## src/rtl/crc_pkg.sv

```systemverilog
// Shared constants for the CRC error-injection controller: default widths,
// mode and FSM encodings, and the LFSR polynomial.
package crc_pkg;

  localparam int N_DEF  = 11;
  localparam int M_DEF  = 5;
  localparam int CW_DEF = N_DEF + M_DEF - 1;

  // Injection modes as presented on cfg_mode
  localparam logic [1:0] MODE_OFF      = 2'd0;
  localparam logic [1:0] MODE_SHOT     = 2'd1;
  localparam logic [1:0] MODE_PERIODIC = 2'd2;
  localparam logic [1:0] MODE_RANDOM   = 2'd3;

  // Controller FSM states
  localparam logic [1:0] ST_OFF       = 2'd0;
  localparam logic [1:0] ST_RUN       = 2'd1;
  localparam logic [1:0] ST_SHOT_WAIT = 2'd2;
  localparam logic [1:0] ST_SHOT_DONE = 2'd3;

  // x^8+x^6+x^5+x^4+1, Fibonacci form: feedback from bits 7,5,4,3
  localparam logic [7:0] LFSR_TAPS     = 8'hB8;
  localparam logic [7:0] LFSR_SEED_DEF = 8'h01;

  // Feedback bit shifted into bit 0 on each advance
  function automatic logic lfsr_fb(input logic [7:0] s);
    return ^(s & LFSR_TAPS);
  endfunction

endpackage

```

## src/rtl/crc_err_lfsr.sv

```systemverilog
// 8-bit left-shifting Fibonacci LFSR that supplies random flip positions.
// A zero seed would lock the register, so it is replaced by the default.
module crc_err_lfsr
  import crc_pkg::*;
(
  input  logic       clk,
  input  logic       rst_n,
  input  logic       load,
  input  logic [7:0] seed,
  input  logic       advance,
  output logic [7:0] state
);

  // Seed on load, otherwise step once per advance pulse
  always_ff @(posedge clk or negedge rst_n) begin
    if (!rst_n) begin
      state <= LFSR_SEED_DEF;
    end else if (load) begin
      state <= (seed == 8'h00) ? LFSR_SEED_DEF : seed;
    end else if (advance) begin
      state <= {state[6:0], lfsr_fb(state)};
    end
  end

endmodule

```

## src/rtl/crc_err_inject_ctrl.sv

```systemverilog
// CRC error-injection controller: passes codewords through a one-deep
// output register and, depending on the configured mode, inverts exactly
// one bit of selected codewords while counting the injected errors.
module crc_err_inject_ctrl
  import crc_pkg::*;
#(
  parameter int N     = N_DEF,
  parameter int M     = M_DEF,
  parameter int CNT_W = 16
) (
  input  logic                        clk,
  input  logic                        rst_n,
  input  logic [1:0]                  cfg_mode,
  input  logic [CNT_W-1:0]            cfg_period,
  input  logic [$clog2(N+M-1)-1:0]    cfg_pos,
  input  logic [7:0]                  cfg_seed,
  input  logic                        cfg_load,
  input  logic                        arm,
  input  logic                        in_valid,
  output logic                        in_ready,
  input  logic [N+M-2:0]              in_data,
  output logic                        out_valid,
  input  logic                        out_ready,
  output logic [N+M-2:0]              out_data,
  output logic                        out_err,
  output logic [$clog2(N+M-1)-1:0]    out_err_pos,
  output logic [CNT_W-1:0]            err_count
);

  localparam int CW    = N + M - 1;
  localparam int POS_W = $clog2(CW);

  logic [1:0]       state;
  logic [CNT_W-1:0] period_cfg;   // never zero once loaded
  logic [POS_W-1:0] pos_cfg;      // already clamped to CW-1
  logic             random_mode;
  logic [CNT_W-1:0] period_cnt;
  logic [7:0]       lfsr_state;

  logic             accept;
  logic             period_hit;
  logic             corrupt;
  logic [POS_W-1:0] flip_pos;
  logic [POS_W-1:0] lfsr_low;
  logic [POS_W-1:0] rand_pos;
  logic [POS_W-1:0] pos_clamped;
  logic [CW-1:0]    flip_mask;

  assign in_ready = (!out_valid || out_ready) && !cfg_load;
  assign accept   = in_valid && in_ready;

  assign period_hit  = (period_cnt == (period_cfg - CNT_W'(1)));
  assign lfsr_low    = lfsr_state[POS_W-1:0];
  assign rand_pos    = (int'(lfsr_low) >= CW) ? POS_W'(int'(lfsr_low) - CW) : lfsr_low;
  assign pos_clamped = (int'(cfg_pos) >= CW) ? POS_W'(CW - 1) : cfg_pos;
  assign flip_mask   = CW'(1) << flip_pos;

  // Decide whether the codeword presented now is corrupted, and where
  always_comb begin
    corrupt  = 1'b0;
    flip_pos = '0;
    case (state)
      ST_SHOT_WAIT: begin
        corrupt  = 1'b1;
        flip_pos = pos_cfg;
      end
      ST_RUN: begin
        corrupt  = period_hit;
        flip_pos = random_mode ? rand_pos : pos_cfg;
      end
      default: begin
        corrupt  = 1'b0;
        flip_pos = '0;
      end
    endcase
  end

  // Configuration latch, FSM, period counter and saturating error counter
  always_ff @(posedge clk or negedge rst_n) begin
    if (!rst_n) begin
      state       <= ST_OFF;
      period_cfg  <= CNT_W'(1);
      pos_cfg     <= '0;
      random_mode <= 1'b0;
      period_cnt  <= '0;
      err_count   <= '0;
    end else if (cfg_load) begin
      // cfg_load overrides arm; no codeword is accepted in this cycle
      period_cfg  <= (cfg_period == '0) ? CNT_W'(1) : cfg_period;
      pos_cfg     <= pos_clamped;
      random_mode <= (cfg_mode == MODE_RANDOM);
      period_cnt  <= '0;
      err_count   <= '0;
      case (cfg_mode)
        MODE_OFF:  state <= ST_OFF;
        MODE_SHOT: state <= ST_SHOT_WAIT;
        default:   state <= ST_RUN;
      endcase
    end else begin
      if (accept && state == ST_RUN) begin
        period_cnt <= period_hit ? '0 : period_cnt + CNT_W'(1);
      end
      if (accept && state == ST_SHOT_WAIT) begin
        state <= ST_SHOT_DONE;
      end else if (arm && state == ST_SHOT_DONE) begin
        state <= ST_SHOT_WAIT;
      end
      if (accept && corrupt && err_count != '1) begin
        err_count <= err_count + CNT_W'(1);
      end
    end
  end

  // Output register: loads on accept, drains when downstream takes it
  always_ff @(posedge clk or negedge rst_n) begin
    if (!rst_n) begin
      out_valid   <= 1'b0;
      out_data    <= '0;
      out_err     <= 1'b0;
      out_err_pos <= '0;
    end else if (accept) begin
      out_valid   <= 1'b1;
      out_data    <= corrupt ? (in_data ^ flip_mask) : in_data;
      out_err     <= corrupt;
      out_err_pos <= corrupt ? flip_pos : '0;
    end else if (out_ready) begin
      out_valid   <= 1'b0;
    end
  end

  crc_err_lfsr u_lfsr (
    .clk     (clk),
    .rst_n   (rst_n),
    .load    (cfg_load),
    .seed    (cfg_seed),
    .advance (accept && state == ST_RUN),
    .state   (lfsr_state)
  );

endmodule
```

## config.mk

```make
export PLATFORM = sky130hd
export DESIGN_NAME = crc_err_inject_ctrl
export DESIGN_NICKNAME = d
export VERILOG_FILES = /design/src/rtl/crc_pkg.sv /design/src/rtl/crc_err_lfsr.sv /design/src/rtl/crc_err_inject_ctrl.sv
export SDC_FILE = /design/constraint.sdc
export NUM_CORES = 1
export LEC_CHECK = 0
export ABC_AREA = 1
export CORE_UTILIZATION = 40
export CTS_CLUSTER_DIAMETER = 150
export DETAILED_ROUTE_END_ITERATION = 16
export MAX_ROUTING_LAYER = met4
export SLEW_MARGIN = 10
export SYNTH_ARGS = -nofsm -noshare
export SYNTH_HDL_FRONTEND = slang
export SYNTH_SLANG_ARGS = --single-unit
```

## constraint.sdc

```tcl
create_clock -name clk -period 3 [get_ports clk]
set_input_delay 0.45 -clock clk [delete_from_list [all_inputs] [get_ports clk]]
set_output_delay 0.45 -clock clk [all_outputs]
set_load 0.05 [all_outputs]
```

# After elaboration in Yosys (flattened, before gate mapping)
# Index checks and enable logic that the tools add are counted.
# W data, S select, Z words.
# totals
reg_bits	84
inputBits	51
output_inout_bits	38
elab_cells	66
# classes
addsub	4
magnitude_cmp	2
n_eq_ne	7
shifts	1
n_mux	22
bitwise_logic	1
n_reduce_logical	18
# op_table
operator	count
$mux W16	6
$add A16 B1 Y16 const B	2
$mux W8	3
$eq A16 B16 Y1	1
$logic_not A16 Y1	1
$mux W4	4
$ne A16 B16 Y1 const B	1
$sub A16 B1 Y16 const B	1
$mux W15	1
$shl A1 B4 Y15 const A	1
$xor A15 B15 Y15	1
$ge A4 B4 Y1 const B	2
$logic_not A8 Y1	1
$pmux W4 S2	1
$reduce_xor A8 Y1	1
$logic_and A1 B1 Y1	7
$eq A2 B2 Y1 const B	3
$mux W2	3
$reduce_bool A2 Y1	3
$eq A2 B1 Y1 const B	2
$pmux W2 S2	1
$sub A4 B4 Y4 const B	1
$reduce_bool A3 Y1	1
$logic_not A1 Y1	2
other kinds (4)	5

# Logic depth before layout (Yosys ltp)
# depth
depth_word	8
mapped_depth	19
mapped_depth_nobuf	18

# Hierarchy
# A second synthesis with hierarchy kept.
# hier_totals
hier_cells	822
area_unflattened_um2	5567.8
# by_module_without_submodules
module	n_inst	cells_each	area_per_inst_um2	seq_area_each_um2
crc_err_inject_ctrl	1	760	5121.2	1903.1
crc_err_lfsr	1	62	446.7	201.4

# Worst setup path after synthesis
# Ideal clock, no wire load.
# synth_timing
kind	reg-to-reg
start	register out_valid
end	register period_cnt[9]
setup_time_ns	0.129
arrival_time_ns	2.641
path_slack_ns	0.230
stages_incl_launch_ff	10
synth_period_minus_slack_ns	2.770
path_cell_list	dfrtp_1 -> inv_1 -> nor2_1 -> nor2_1 -> nand2_1 -> nor2_1 -> nor2_1 -> inv_1 -> clkbuf_1 -> o22ai_1
# synth_between
elab_chain_len	6
# synth_lines
item	line_no	source
start: declaration	crc_err_inject_ctrl.sv:22	output logic out_valid,
start signal: assignment	crc_err_inject_ctrl.sv:117	out_valid <= 1'b0;
start signal: assignment	crc_err_inject_ctrl.sv:122	out_valid <= 1'b1;
start signal: assignment	crc_err_inject_ctrl.sv:127	out_valid <= 1'b0;
$logic_not A1 Y1	crc_err_inject_ctrl.sv:49	assign in_ready = (!out_valid || out_ready) && !cfg_load;
$logic_or A1 B1 Y1	crc_err_inject_ctrl.sv:49	
$logic_and A1 B1 Y1	crc_err_inject_ctrl.sv:49	
named net in_ready	crc_err_inject_ctrl.sv:20	output logic in_ready,
$logic_and A1 B1 Y1	crc_err_inject_ctrl.sv:50	assign accept = in_valid && in_ready;
$logic_and A1 B1 Y1	crc_err_inject_ctrl.sv:100	if (accept && state == ST_RUN) begin
$reduce_bool A2 Y1 (no line)	-	
end signal: assignment	crc_err_inject_ctrl.sv:101	period_cnt <= period_hit ? '0 : period_cnt + CNT_W'(1);
end: declaration	crc_err_inject_ctrl.sv:37	logic [CNT_W-1:0] period_cnt;
# The timed path passes the listed nets, and every way through them passes these cells.
# A chain may end at the register's enable or synchronous reset.

# Final worst setup path
# layout_timing
start	register period_cfg[0]
end	register err_count[2]
# layout_between
elab_chain_len	6
# layout_lines
item	line_no	source
start: declaration	crc_err_inject_ctrl.sv:34	logic [CNT_W-1:0] period_cfg;
start signal: assignment	crc_err_inject_ctrl.sv:89	period_cfg <= (cfg_period == '0) ? CNT_W'(1) : cfg_period;
$sub A16 B1 Y16	crc_err_inject_ctrl.sv:52	assign period_hit = (period_cnt == (period_cfg - CNT_W'(1)));
$eq A16 B16 Y1	crc_err_inject_ctrl.sv:52	
$pmux W1 S2	crc_err_inject_ctrl.sv:62	case (state)
$logic_and A1 B1 Y1 (2 in series)	crc_err_inject_ctrl.sv:108	if (accept && corrupt && err_count != '1) begin
$reduce_bool A2 Y1 (no line)	-	
end signal: assignment	crc_err_inject_ctrl.sv:109	err_count <= err_count + CNT_W'(1);
end: declaration	crc_err_inject_ctrl.sv:27	output logic [CNT_W-1:0] err_count
# No other way between the ends.

==> results.md <==
- Number of flops mapped to enable cells by yosys: 0
- Area Overhead vs Synth: 26.3%
- Maximum achievable frequency: 369 MHz
- Via count: 5352
- Max_cap viols: 0
- Die Ht: 118 µm
- Worst Tran Pin Value: 0.693 ns
- Final min period: 2.71 ns
- Clock sinks: 84
- Status: completed
- Peak supply drop: 0.287 mV
- Cell Area, Placed: 6510 µm²
- DIE WIDTH: 118 µm
- Total gr overflow: 0
- WP data arrival: 2.95 ns
- Final GP Congestion: 0.875
- FP Rows: 42
- Rel. slew slack: 53.8%
- CTS tree: done
- Die area: 14000 µm²
- Starting Density: 41.0%
- Port buffer count: 88
- RSZ-0062 raised after global routing: false
- Register area share after synthesis: 38.8%
- Synth Flop Type: dfrtp_1
- Violation count after the first detailed-route iteration: 360
- Setup TNS: 0 ns
- Largest net degree at the start of global routing: 52
- First-pass GRT wire length: 25300 µm
- # diodes: 0
- DR vias/cell: 5.11
- Detailed Place HPWL: 10900 µm
- Critical Path RT: 3.24 ns
- Commonest non-fill, non-tap cells in the layout: 281 x nand2_1, 86 x clkdlybuf4s50_1, 82 x dfrtp_1
- Tot GR Track Use: 23.4%
- LEAKAGE: 3.27 nW
- Register-to-Register Setup Slack: 0.29 ns
- CP startpoint kind: flip-flop
- Slew Limit Fails: 0
- FF+latch count, synth: 84
- Power Dens Cells: 498 nW/µm²
- Reg2Reg Capture Point: err_count[2]$_DFFE_PN0P_
- Fin Clk Skew: 0.00865 ns
- Synth warn: 0
- Avg WL per Cell: 14.3 µm
- Clock H-tree levels: 3
- Initial antenna violation count: 0
- Critical path peak fanout: 17
- Reg2reg path depth: 13
- Final ANT Viol Nets: 0
- Async SR Flop Fraction: 100%
- Post-synth cell types: 39
- Synthesized cell area: 5430 µm²
- Setup Buffers After CTS: 0
- Post-cts sizing count: 0
- Detailed Routing Iterations Pass 1: 5
- CP endpoint kind: flip-flop
- Mean Syn Cell Area: 6.94 µm²
- Syn nets: 840
- Reg clk slew, reported paths: 0.07 ns
- Most common library cell in the layout ignoring fill and taps: nand2_1
- Hold-fix buffers at CTS: 0
- WL final: 15000 µm
- Share of cells above drive strength 1: 5.50%
- Final Net Count: 925
- Final cycle utilization of the critical path: 90.2%
- Cts bufs inserted: 9
- Cells after synthesis: 782
- Clk Latency, worst-skew pair: 0.35 ns
- Final Hold Viols: 0
- Core Area: 13200 µm²
- Vias in the first global route: 5280
- Final setup fails: 0
- Hold crit path type: in2async
- Clk root buf: clkbuf_16
- Io pins: 89
- Final instance area: 6850 µm²
- Worst R2R Start: period_cfg[0]$_DFFE_PN1P_
- Clock Path Buffers: 2
- DR DRC count: 0
- CP Class: reg2reg
## final cells by class
class / instances / area [µm²]
Multi-Input combinational cell: 601 / 2960
Fill cell: 1362 / 6390
Sequential cell: 84 / 2100
Tap cell: 176 / 220
Inverter: 72 / 270
Timing Repair Buffer: 99 / 968
Clock inverter: 6 / 87.6
Clock buffer: 10 / 239
## power by group
group	internal (mW)	switching, mW
logic	0.303	0.568
clock network	0.752	0.483
registers	1.23	0.0788
## cell usage after synthesis (3+ instances only)
cell type | count | share of area, %
nor3_1 | 11 | 1.0
clkbuf_1 | 14 | 0.97
nand2_1 | 281 | 19
a22oi_1 | 6 | 0.83
buf_2 | 5 | 0.46
nand3_1 | 75 | 6.9
ha_1 | 7 | 1.6
xnor2_1 | 16 | 2.6
nor2_2 | 5 | 0.58
nand2_4 | 3 | 0.62
buf_1 | 5 | 0.35
nor2_1 | 63 | 4.4
xor2_1 | 21 | 3.4
o21ai_0 | 44 | 4.1
inv_1 | 69 | 4.8
dfrtp_1 | 82 | 38
nor3b_1 | 3 | 0.41
nand3b_1 | 13 | 1.8
a21oi_1 | 5 | 0.46
nor4_1 | 4 | 0.46
nand4_1 | 27 | 3.1
or2_2 | 3 | 0.35
## stage by stage
| step | utilization, % | std cells | hold slack, ns | power (mW) | setup slack [ns] |
|---|---|---|---|---|---|
| 3_5_place_dp | 49.1 | 1032 | 0.468 | 2.19 | 0.220 |
| 5_1_grt | 51.8 | 1048 | 0.211 | 3.60 | 0.0353 |
| 6_report | 51.8 | 1048 | 0.149 | 3.41 | 0.293 |
| 3_3_place_gp | 49.1 | 1032 | 0.465 | 2.19 | 0.210 |
| 2_1_floorplan | - | 782 | 0.154 | 1.87 | 0.230 |
| 4_1_cts | 51.6 | 1048 | 0.170 | 3.44 | 0.189 |
## logic make-up after synthesis
| logic type | count (synthesis) | synth area share [%] |
|---|---|---|
| simple gates | 495 | 40.4 |
| buf+inv | 97 | 6.96 |
| flops | 84 | 38.8 |
| compound gates | 62 | 6.32 |
| xor+xnor | 37 | 5.97 |
| fa+ha+maj | 7 | 1.61 |
## routing by layer
metal,part of all wire (%),vias up,track usage (%)
met4,2.1,0,7.52
met2,47,117,37.7
met1,47,2517,29.2
met5,0,-,-
met3,3.6,21,5.16
li1,-,2697,-
## registers in the layout, indices dropped and copies added, names as in the netlist
name / flops
err_count: 16
out_err_pos: 4
u_lfsr.state: 8
out_data: 15
random_mode: 1
state: 2
out_valid: 1
period_cfg: 16
pos_cfg: 4
out_err: 1
period_cnt: 16
## how the worst max path moves through the flow
stage	slack (ns)	startpoint	endpoint
floorplan	0.23	out_valid$_DFFE_PN0P_	period_cnt[9]$_DFFE_PN0P_
global placement	0.21	period_cfg[0]$_DFFE_PN1P_	out_err_pos[1]$_DFFE_PN0P_
detailed placement	0.22	period_cfg[0]$_DFFE_PN1P_	err_count[1]$_DFFE_PN0P_
CTS	0.19	period_cfg[0]$_DFFE_PN1P_	err_count[1]$_DFFE_PN0P_
global route	0.04	period_cfg[0]$_DFFE_PN1P_	out_err_pos[3]$_DFFE_PN0P_
finish	0.29	period_cfg[0]$_DFFE_PN1P_	err_count[2]$_DFFE_PN0P_
## worst max-delay path, stage by stage (launching register included)
cell and delay [ns]:
dfstp_2 0.37, inv_1 0.18, ha_1 0.22, nand3_1 0.16, nor2_1 0.26, xor2_1 0.22, nand3_1 0.12, nor3_2 0.22
nand3_2 0.17, nand2_8 0.17, nand4_4 0.12, buf_4 0.24, nand3_1 0.08, nand2_1 0.06
Power figures use the tool's default switching activity.
